### src/rtl/seg7_scan_decoder.sv
// Reads a frame of active-low 7-segment patterns (LSD first) back into hex nibbles,
// flagging illegal patterns and aborting frames that stall longer than TIMEOUT cycles.
//
// state   | meaning
// --------+-----------------------------------------------------------
// IDLE    | waiting for Start; results of the last frame are held
// COLLECT | In_Ready high, accepting one digit per In_Valid handshake
// DONE    | one-cycle Done pulse, Error/Timed_Out settled
module seg7_scan_decoder #(
    parameter int NUM_DIGITS = 6,
    parameter int TIMEOUT    = 255
) (
    input  logic                    Clk,
    input  logic                    R,
    input  logic                    Start,
    input  logic [0:6]              Seg,
    input  logic                    In_Valid,
    output logic                    In_Ready,
    output logic [4*NUM_DIGITS-1:0] Value,
    output logic [NUM_DIGITS-1:0]   Bad_Mask,
    output logic                    Error,
    output logic                    Timed_Out,
    output logic                    Busy,
    output logic                    Done
);

    localparam int KW = (NUM_DIGITS > 1) ? $clog2(NUM_DIGITS) : 1;
    localparam int IW = $clog2(TIMEOUT + 1);
    localparam logic [KW-1:0] K_LAST    = KW'(NUM_DIGITS - 1);
    localparam logic [IW-1:0] IDLE_LAST = IW'(TIMEOUT - 1);

    typedef enum logic [1:0] {
        S_IDLE    = 2'd0,
        S_COLLECT = 2'd1,
        S_DONE    = 2'd2
    } state_t;

    state_t                  state, state_nxt;
    logic [KW-1:0]           digit_idx, digit_idx_nxt;
    logic [IW-1:0]           idle_cnt, idle_cnt_nxt;
    logic [4*NUM_DIGITS-1:0] value_nxt;
    logic [NUM_DIGITS-1:0]   bad_nxt;
    logic                    error_nxt, timed_out_nxt;
    logic [4:0]              dec;

    // Returns {illegal, nibble}; illegal patterns decode to nibble 0.
    function automatic logic [4:0] decode(input logic [0:6] pat);
        case (pat)
            7'b0000001: decode = 5'h00;
            7'b1001111: decode = 5'h01;
            7'b0010010: decode = 5'h02;
            7'b0000110: decode = 5'h03;
            7'b1001100: decode = 5'h04;
            7'b0100100: decode = 5'h05;
            7'b0100000: decode = 5'h06;
            7'b0001111: decode = 5'h07;
            7'b0000000: decode = 5'h08;
            7'b0001100: decode = 5'h09;
            7'b0001000: decode = 5'h0A;
            7'b1100000: decode = 5'h0B;
            7'b0110001: decode = 5'h0C;
            7'b1000010: decode = 5'h0D;
            7'b0110000: decode = 5'h0E;
            7'b0111000: decode = 5'h0F;
            default:    decode = 5'h10;
        endcase
    endfunction

    always_comb begin
        state_nxt     = state;
        digit_idx_nxt = digit_idx;
        idle_cnt_nxt  = idle_cnt;
        value_nxt     = Value;
        bad_nxt       = Bad_Mask;
        error_nxt     = Error;
        timed_out_nxt = Timed_Out;
        dec           = decode(Seg);

        case (state)
            S_IDLE: begin
                if (Start) begin
                    state_nxt     = S_COLLECT;
                    digit_idx_nxt = '0;
                    idle_cnt_nxt  = '0;
                    value_nxt     = '0;
                    bad_nxt       = '0;
                    error_nxt     = 1'b0;
                    timed_out_nxt = 1'b0;
                end
            end
            S_COLLECT: begin
                if (In_Valid) begin
                    for (int d = 0; d < NUM_DIGITS; d++) begin
                        if (KW'(d) == digit_idx) begin
                            value_nxt[4*d +: 4] = dec[3:0];
                            bad_nxt[d]          = dec[4];
                        end
                    end
                    idle_cnt_nxt = '0;
                    if (digit_idx == K_LAST) begin
                        state_nxt = S_DONE;
                        error_nxt = |bad_nxt;
                    end else begin
                        digit_idx_nxt = digit_idx + 1'b1;
                    end
                end else begin
                    // Saturating; the frame leaves COLLECT as the count reaches TIMEOUT.
                    if (idle_cnt != IW'(TIMEOUT)) idle_cnt_nxt = idle_cnt + 1'b1;
                    if (idle_cnt >= IDLE_LAST) begin
                        state_nxt     = S_DONE;
                        timed_out_nxt = 1'b1;
                        error_nxt     = 1'b1;
                    end
                end
            end
            S_DONE: begin
                state_nxt = S_IDLE;
            end
            default: begin
                state_nxt = S_IDLE;
            end
        endcase
    end

    always_ff @(posedge Clk or posedge R) begin
        if (R) begin
            state     <= S_IDLE;
            digit_idx <= '0;
            idle_cnt  <= '0;
            Value     <= '0;
            Bad_Mask  <= '0;
            Error     <= 1'b0;
            Timed_Out <= 1'b0;
        end else begin
            state     <= state_nxt;
            digit_idx <= digit_idx_nxt;
            idle_cnt  <= idle_cnt_nxt;
            Value     <= value_nxt;
            Bad_Mask  <= bad_nxt;
            Error     <= error_nxt;
            Timed_Out <= timed_out_nxt;
        end
    end

    assign In_Ready = (state == S_COLLECT);
    assign Busy     = (state != S_IDLE);
    assign Done     = (state == S_DONE);

endmodule
### config.mk
export PLATFORM = sky130hd
export DESIGN_NAME = seg7_scan_decoder
export DESIGN_NICKNAME = d
export VERILOG_FILES = /design/src/rtl/seg7_scan_decoder.sv
export SDC_FILE = /design/constraint.sdc
export NUM_CORES = 1
export LEC_CHECK = 0
export CORE_UTILIZATION = 43
export CTS_CLUSTER_DIAMETER = 100
export DETAILED_ROUTE_END_ITERATION = 16
export PLACE_DENSITY = 0.75
export SETUP_SLACK_MARGIN = 0.2
export SLEW_MARGIN = 20
export SYNTH_ARGS = -nofsm -noshare
export SYNTH_HDL_FRONTEND = slang
export SYNTH_SLANG_ARGS = --single-unit
### constraint.sdc
create_clock -name Clk -period 1.5 [get_ports Clk]
set_input_delay 0.225 -clock Clk [delete_from_list [all_inputs] [get_ports Clk]]
set_output_delay 0.225 -clock Clk [all_outputs]
set_load 0.005 [all_outputs]
==> impl_metrics.env <==
export IMPL_grt_util_all_layers_pct=30.08
export IMPL_grt_start_max_net_pins=40
export IMPL_crit_path_start_kind="flop"
export IMPL_grt_pass1_vias=2824
export IMPL_rsz0062_at_grt="true"
export IMPL_cts_root_buf="clkbuf_8"
export IMPL_worstPathRequired_ps=1700
export IMPL_synthCells=258
export IMPL_cp_max_fo=4
export IMPL_synth_seq_cells=45
export IMPL_path_depth=7
export IMPL_cp_slowest_cell="dfrtp_1"
export IMPL_maxSlewHeadroom_pct=72.36
export IMPL_layout_common_cells="buf_4, dfrtp_1, dlygate4sd2_1, buf_6, nand2_1"
export IMPL_avgSynthCellArea_um2=9.607
export IMPL_maxCapViolCount=0
export IMPL_crit_buf_inv=1
export IMPL_gp_congestion=0.8723
export IMPL_arrival_ps=1920
export IMPL_antenna_found_initial=0
export IMPL_cts_made_buffers=5
export IMPL_drt_drc_violations_left=0
export IMPL_cts_tree="yes"
export IMPL_multi_input_area_um2=1757
export IMPL_fin_ws_ps=-225.9
export IMPL_layout_drive_gt1_share_pct=53.22
export IMPL_hp_class="input port to async pin"
export IMPL_synthesis_nets=276
export IMPL_start_util_pct=44.74
export IMPL_synthFlopType="dfrtp_1"
export IMPL_yosys_warnings=0
export IMPL_drt_pass1_iter_count=5
export IMPL_period_share_pct=115.1
export IMPL_detail_route_antenna_nets=0
export IMPL_cts_htree_levels=2
export IMPL_fin_tns_setup_ps=-3180
export IMPL_pre_cts_ws_ps=-600.3
export IMPL_mostFrequentLayoutCell="buf_4"
export IMPL_syn_to_final_growth_pct=79.81
export IMPL_die_width_um=77.92
export IMPL_final_cells=476
export IMPL_worst_skew_pair_late_latency_ps=310
export IMPL_worstRegToRegCells=7
export IMPL_synth_edf_count=0
export IMPL_drt_iter0_drc=194
export IMPL_max_stage_delay_ps=430
export IMPL_rows=27
export IMPL_die_h_um=77.92
export IMPL_drv_slew=0
export IMPL_cts_buffer_depth=2
export IMPL_final_seq_area_um2=1130
export IMPL_min_period_ps=1726
export IMPL_clock_skew_ps=11.87
export IMPL_dpl_cell_count=419
export IMPL_grt_pass1_wl_mm=13.90
export IMPL_yosysSeqAreaShare_pct=45.43
export IMPL_fillerInstances=332
export IMPL_clk_pin_slew_ps=100
export IMPL_routed_wl_mm=10.38
export IMPL_power_leakage_uw=0.002147
export IMPL_viasPerCell=6.034
export IMPL_coreArea_um2=5540
export IMPL_worstSetupPathType="flop to flop"
export IMPL_worstSetupEndpointType="flop"
export IMPL_crit_chain="ha_2, nand2_2, nor4_4, buf_4, nor3_2, xnor2_1, nor2_1"
export IMPL_clock_sinks=45
export IMPL_ios=46
export IMPL_dieArea_um2=6072
export IMPL_synthArstFlopShare_pct=100.0
export IMPL_p_per_area_nw_per_um2=1510
export IMPL_place_hpwl_mm=5.004
export IMPL_nets=421
export IMPL_setup_viol=32
export IMPL_wl_per_cell_um=21.80
export IMPL_vias=2872
export IMPL_hold_viol_final=0
export IMPL_port_buffers=45
export IMPL_tightest_slew_ps=412.4
export IMPL_p_total_uw=6730
export IMPL_grt_overflow=0
export IMPL_max_freq_ghz=0.5794
export IMPL_irDropWorstVdd_mv=0.9454
export IMPL_violations="negative setup slack"
export IMPL_syn_cell_area_um2=2479
export IMPL_synth_distinct_cells=48
export IMPL_status="finished, violations left"
export IMPL_diodes=0
export IMPL_critPathTopFamily="simple AND/OR/NAND/NOR gates"
-- worst paths after layout --
| path | start | to | slack, ps |
|---|---|---|---|
| hold reg to reg | Value[21]$_DFFE_PP0P_ | Value[21]$_DFFE_PP0P_ | 510 |
| max in group asynchronous | R | digit_idx[1]$_DFFE_PP0P_ | 870 |
| setup reg to reg | idle_cnt[0]$_DFFE_PP0P_ | idle_cnt[4]$_DFFE_PP0P_ | -230 |
| setup / recovery | idle_cnt[0]$_DFFE_PP0P_ | idle_cnt[4]$_DFFE_PP0P_ | -230 |
| hold / removal | R | Value[4]$_DFFE_PP0P_ | 130 |
| min in group Clk | Value[21]$_DFFE_PP0P_ | Value[21]$_DFFE_PP0P_ | 510 |
-- layout make-up --
class	count	area share, %
inverter	11	1.263
tap	72	2.021
multi-input combinational	192	39.42
timing repair buffer	148	29.34
sequential	45	25.35
clock buffer	5	1.544
clock inverter	3	1.067
-- kinds of logic after synthesis --
group | after synthesis | synth area share [%]
compound gates | 55 | 15.95
xor+xnor | 11 | 3.887
fa+ha+maj | 7 | 3.533
buf+inv | 21 | 3.887
flops | 45 | 45.43
mux | 8 | 3.584
simple gates | 111 | 23.73
-- routing by layer --
metal | vias to the layer above | GRT usage (%) | wire [um]
met1 | 1416 | 33.68 | 3861
met4 | 0 | 14.44 | 644
met3 | 69 | 6.118 | 613
met5 | - | 0 | 0
li1 | 1220 | - | -
met2 | 167 | 54.25 | 5256
-- stage by stage --
| step | cell area [um^2] | hold WS (ps) | utilization, % |
|---|---|---|---|
| 2_1_floorplan | 2595 | 473.3 | - |
| 3_3_place_gp | 3497 | 457.7 | 63.12 |
| 3_5_place_dp | 3497 | 460.7 | 63.12 |
| 4_1_cts | 4175 | 140.1 | 75.36 |
| 5_1_grt | 4457 | 157.9 | 80.44 |
| 6_report | 4457 | 134.3 | 80.44 |
-- where the power goes --
group          internal, uW  total [uW]  switching, uW  leakage [uW]
Sequential             1500        1740            245      0.000604
Combinational          2060        4000           1940       0.00148
Clock                   509         988            479     0.0000591
-- registers in the layout, indices dropped and copies added (netlist names) --
signal     cells
state          2
Error          1
digit_idx      3
Value         24
Bad_Mask       6
idle_cnt       8
Timed_Out      1
-- synthesized netlist by cell type, drive strengths merged, types with 6 or more instances --
library cell / count / area [um^2]
nor3: 9 / 50.05
buf: 9 / 51.30
nor2: 21 / 81.33
ha: 7 / 87.58
mux2: 7 / 78.83
nand2: 32 / 120.1
nand3: 13 / 65.06
o21ai: 17 / 85.08
xnor2: 8 / 70.07
nand4: 6 / 37.54
a22o: 12 / 105.1
dfrtp: 45 / 1126
inv: 11 / 41.29
-- timing repair --
action	4_1_cts	5_1_grt
endpoints found under the setup margin	79	48
buffers inserted	37	12
resized for setup	151	55
pin swaps	31	39
hold buffers	0	0
Power figures use the tool's default switching activity.
